--- config.mk ---
export PLATFORM = sky130hd
export DESIGN_NAME = piso_tx_ctrl
export DESIGN_NICKNAME = d
export VERILOG_FILES = /design/src/rtl/piso_tx_ctrl_pkg.sv /design/src/rtl/piso_tx_ctrl_shift_reg.sv /design/src/rtl/piso_tx_ctrl.sv
export SDC_FILE = /design/constraint.sdc
export NUM_CORES = 1
export LEC_CHECK = 0
export ABC_CLOCK_PERIOD_IN_PS = 1500
export CORE_AREA = 4 4 41 43
export DETAILED_ROUTE_END_ITERATION = 7
export DIE_AREA = 0 0 45 47
export SETUP_SLACK_MARGIN = 0.02
export SLEW_MARGIN = 20
export SYNTH_ARGS = -nofsm -noshare
export SYNTH_HDL_FRONTEND = slang
export SYNTH_SLANG_ARGS = --single-unit
--- constraint.sdc ---
create_clock -name clk -period 1.5 [get_ports clk]
set_input_delay 0.45 -clock clk [delete_from_list [all_inputs] [get_ports clk]]
set_output_delay 0.45 -clock clk [all_outputs]
set_load 0.05 [all_outputs]
--- src/rtl/piso_tx_ctrl_pkg.sv ---
// Shared types and helpers for the PISO transmit controller.
package piso_tx_ctrl_pkg;

  // Controller states: waiting for a word, or pacing a word out
  typedef enum logic {
    IDLE  = 1'b0,
    SHIFT = 1'b1
  } state_t;

  // Bit-counter width for an n-bit word; never narrower than one bit
  function automatic int unsigned cnt_width(input int unsigned n);
    return (n < 2) ? 1 : $clog2(n);
  endfunction

endpackage

--- src/rtl/piso_tx_ctrl_shift_reg.sv ---
// n-bit register with parallel load, clear and shift-right (zero fill).
module shift_reg_univ #(
  parameter int unsigned n = 4
) (
  input  logic         clk,
  input  logic         reset_n,
  input  logic         load,
  input  logic         clr,
  input  logic         shift,
  input  logic [n-1:0] d,
  output logic         sout
);

  logic [n-1:0] q;

  // Load wins over clear, clear wins over shift
  always_ff @(posedge clk or negedge reset_n) begin
    if (!reset_n) begin
      q <= '0;
    end else if (load) begin
      q <= d;
    end else if (clr) begin
      q <= '0;
    end else if (shift) begin
      q <= {1'b0, q[n-1:1]};
    end
  end

  assign sout = q[0];

endmodule

--- src/rtl/piso_tx_ctrl.sv ---
// PISO transmit controller: valid/ready word intake, LSB-first serial pacing.
module piso_tx_ctrl
  import piso_tx_ctrl_pkg::*;
#(
  parameter int unsigned n = 4
) (
  input  logic         clk,
  input  logic         reset_n,
  input  logic [n-1:0] in_data,
  input  logic         in_valid,
  output logic         in_ready,
  input  logic         tx_en,
  output logic         sout,
  output logic         sout_valid,
  output logic         busy,
  output logic         done
);

  localparam int unsigned CW = cnt_width(n);

  state_t        state;
  logic [CW-1:0] cnt;
  logic          last_bit;
  logic          accept;
  logic          sr_shift;
  logic          sr_clr;

  // Last bit of the current word is being consumed at this edge
  assign last_bit = (state == SHIFT) & tx_en & (cnt == CW'(n - 1));
  assign in_ready = (state == IDLE) | last_bit;
  assign accept   = in_valid & in_ready;
  assign sr_shift = (state == SHIFT) & tx_en & ~last_bit;
  assign sr_clr   = last_bit & ~in_valid;

  // State, bit index and end-of-word pulse
  always_ff @(posedge clk or negedge reset_n) begin
    if (!reset_n) begin
      state <= IDLE;
      cnt   <= '0;
      done  <= 1'b0;
    end else begin
      done <= 1'b0;
      case (state)
        IDLE: begin
          if (in_valid) begin
            state <= SHIFT;
            cnt   <= '0;
          end
        end
        SHIFT: begin
          if (tx_en) begin
            if (cnt == CW'(n - 1)) begin
              done <= 1'b1;
              cnt  <= '0;
              if (!in_valid) begin
                state <= IDLE;
              end
            end else begin
              cnt <= cnt + CW'(1);
            end
          end
        end
        default: begin
          state <= IDLE;
          cnt   <= '0;
        end
      endcase
    end
  end

  assign busy       = (state == SHIFT);
  assign sout_valid = (state == SHIFT);

  shift_reg_univ #(.n(n)) u_sr (
    .clk     (clk),
    .reset_n (reset_n),
    .load    (accept),
    .clr     (sr_clr),
    .shift   (sr_shift),
    .d       (in_data),
    .sout    (sout)
  );

endmodule

==> metrics.md <==
| Metric | Value |
|---|---|
| Slew margin rel. | roughly three quarters |
| Vias in the first global route | around 380 |
| I/O pins | 13 |
| Critical path peak fanout | 2 |
| Min Tclk post-route | between 1.5 and 2 ns |
| Vias | 370 |
| Worst reg2reg setup slack | roughly 0.23 ns |
| Crit share post-route | 106% |
| Failing checks | negative setup slack |
| Share of cells above drive strength 1 | 35.1% |
| Htree depth | 1 |
| Largest net degree at the start of global routing | 13 |
| Clock tree sinks | 8 |
| Switching share of power | between 30% and 40% |
| Commonest cells after routing, fill and taps aside | dfrtp_1, buf_4, clkdlybuf4s50_1, a22oi_1, buf_12 |
| Initial antenna violation count | 0 |
| Num CTS Buffers | 3 |
| Crit-path max cell delay | about 0.39 ns |
| I/O Buffers | 12 |
| First-pass GRT wire length | between 1500 and 2000 um |
| Pleak | about 0.31 nW |
| Worst setup EP type | output port |
| Vias per cell | between 5 and 6 |
| Reg power frac | 30.9% |
| Worst reg2reg path depth | 5 |
| Unrepaired setup endpoints after global routing | true |
| Hold Vio Cnt, Final | 0 |
| Slowest CP cell | dfrtp_1 |
| Ant. Diodes | 0 |
| Fmax | between 600 and 700 MHz |
| Clock Skew | 0.00723 ns |
| Worst Path Buf+Inv | 1 |
| Crit path max-delay family | flip-flops |
| HPWL after DPL | around 770 um |
| WS Path Type | reg -> out |
| Detailed-route wire length | 1010 um |
| Syn Area/Cell | roughly 11 um^2 |
| Die width | around 45 um |
| P per Cell Area | around 1900 nW/um^2 |
| Worst R2R End | cnt[0] |
| Startpoint types | register |
| GP Congestion | between 0.8 and 0.9 |
| Cell Count Post-Placement | 66 |
| R2R Path Start | cnt[1] |
| Syn nets | 47 |
| Yosys Warn Count | 0 |
| Area grow syn2layout | 58.4% |
| TritonCTS clock tree | built |
| Synthesized cell area | about 430 um^2 |
| Status | finished with violations |
| Critical path cell sequence | ha_2 > nand2_2 > nand2_4 > buf_12 |
| Net Sw Power | 0.482 mW |
| Hold Path Class | in -> async |
| Setup ws final | -0.0841 ns |
| MaxCap Viol Count | 0 |
| Post-synthesis sequential area ratio | a little under half |
| Int Pwr | ~0.79 mW |
| Combinational share of power | a little under three fifths |
| Root buf cell | clkbuf_4 |
| Routed Antenna Nets | 0 |
| Initial Util | between 30 and 40% |
| Max Slew Vio Count | 0 |
| Grt total ovfl | 0 |
| Clock tree buffer depth | 2 |
| Post-CTS Hold Fix Bufs | 0 |
| Worst-skew pair later-pin latency | 0.25 ns |
| Total Power | approximately 1.3 mW |
| Layout Nets | 67 |
| First-iteration detailed-routing DRC count | 6 |
| CP required | approximately 1.1 ns |
| Pre-Repair DR Iteration Count | 4 |
| WP data arrival | ~1.1 ns |
| Die Ht | 47 um |
| Endpoints failing setup | 1 |
| Core area | around 1300 um^2 |
| Post-route insts no fill | roughly 70 |
| Clock power share | 13.9% |
| Filler instances | 124 |
| Slew @ Worst Pin | approximately 0.38 ns |
| Gate count of the mapped netlist | 38 |
| Post-synth cell types | 20 |
| WL per Instance | 14.1 um |
| Synthesized flop and latch total | 8 |
| Core Rows | 13 |
| Clock-pin slew on the worst setup and hold paths | 0.06 ns |
| Die area | between 2000 and 2500 um^2 |
| DRC | 0 |
| Total GRT Usage | between 10% and 20% |
| Worst vdd ir | approximately 0.87 mV |
power groups by stage:
stage                     registers, mW  clock network [mW]  logic (mW)
after CTS                         0.390               0.183       0.698
after detailed placement          0.405                   0       0.643
after floorplan                   0.442                   0       0.312
after global placement            0.392                   0       0.629
final                             0.394               0.178       0.703
after global routing              0.404               0.192       0.750
synthesized netlist by cell type:
library cell,number,area [um^2]
a22oi_1,5,37.5
mux2_4,1,15.0
nor3b_1,1,7.51
buf_2,1,5.00
mux2i_1,2,20.0
or2b_1,2,15.0
nand2b_1,3,18.8
nand2_2,1,6.26
a21oi_1,1,5.00
buf_4,1,7.51
a32o_1,1,10.0
nor2_1,1,3.75
o22ai_1,3,18.8
clkbuf_2,1,5.00
a22o_1,2,17.5
buf_6,1,11.3
and3_1,1,6.26
ha_1,1,12.5
nand2_1,1,3.75
dfrtp_1,8,200
cell type report:
type	count	area (um^2)	area share (%)
sequential	8	201	29.8
tap	15	18.8	2.78
clock buffer	4	26.3	3.89
timing repair buffer	19	221	32.8
multi-input combinational	26	208	30.7
metal layers:
layer	share of wire [%]	wire [um]	up-vias	GRT usage, %
li1	-	-	181	-
met1	44	449	180	12.8
met2	50	508	9	18.6
met3	5.3	54	0	2.30
met4	0	0	0	3.51
met5	0	0	-	0
kinds of logic (layout without fill, tap and decap cells):
family                   after synthesis  count (layout)  share of synthesized area, %
buffers and inverters                  4              23                          6.74
AO/OA/AOI/OAI                         12              12                          20.8
flip-flops                             8               8                          46.9
multiplexers                           3               3                          8.21
AND/OR/NAND/NOR                       10              10                          14.4
adder cells (fa/ha/maj)                1               1                          2.93
worst max-delay path by stage:
stage            from       end  slack (ns)  depth (start not counted)
2_1_floorplan    busy  in_ready        0.07                          2
3_3_place_gp    tx_en    cnt[1]       -0.20                          4
3_5_place_dp    tx_en    cnt[1]       -0.21                          4
4_1_cts        cnt[0]  in_ready        -0.1                          4
5_1_grt        cnt[1]  in_ready       -0.13                          4
6_report       cnt[1]  in_ready       -0.08                          4
sequential cells by signal, indices dropped and copies added (netlist names):
name / cells
cnt: 2
busy: 1
u_sr.q: 4
done: 1
through the flow:
| step | TNS, ns | utilization (%) | hold slack, ns | worst slack (ns) | instance area (um^2) |
|---|---|---|---|---|---|
| 2_1_floorplan | 0 | - | 0.154 | 0.0719 | 428 |
| 3_3_place_gp | -0.812 | 48.1 | 0.467 | -0.195 | 626 |
| 3_5_place_dp | -0.963 | 48.1 | 0.480 | -0.211 | 626 |
| 4_1_cts | -0.0970 | 51.3 | 0.493 | -0.0970 | 668 |
| 5_1_grt | -0.130 | 51.9 | 0.519 | -0.130 | 676 |
| 6_report | -0.0841 | 51.9 | 0.480 | -0.0841 | 676 |
worst reg2reg max path: stages, from the launching register on:
cell and delay (ns):
dfrtp_1 0.39, ha_2 0.20, buf_4 0.15, or2b_1 0.21
mux2i_1 0.13, a22o_1 0.14
repair_timing:
item,4_1_cts,5_1_grt
setup endpoints to repair,1,1
setup buffers,2,0
pin swaps,1,1
gates cloned,0,0
gates resized for setup,2,2
No activity file was read; power rests on OpenSTA's default activity.
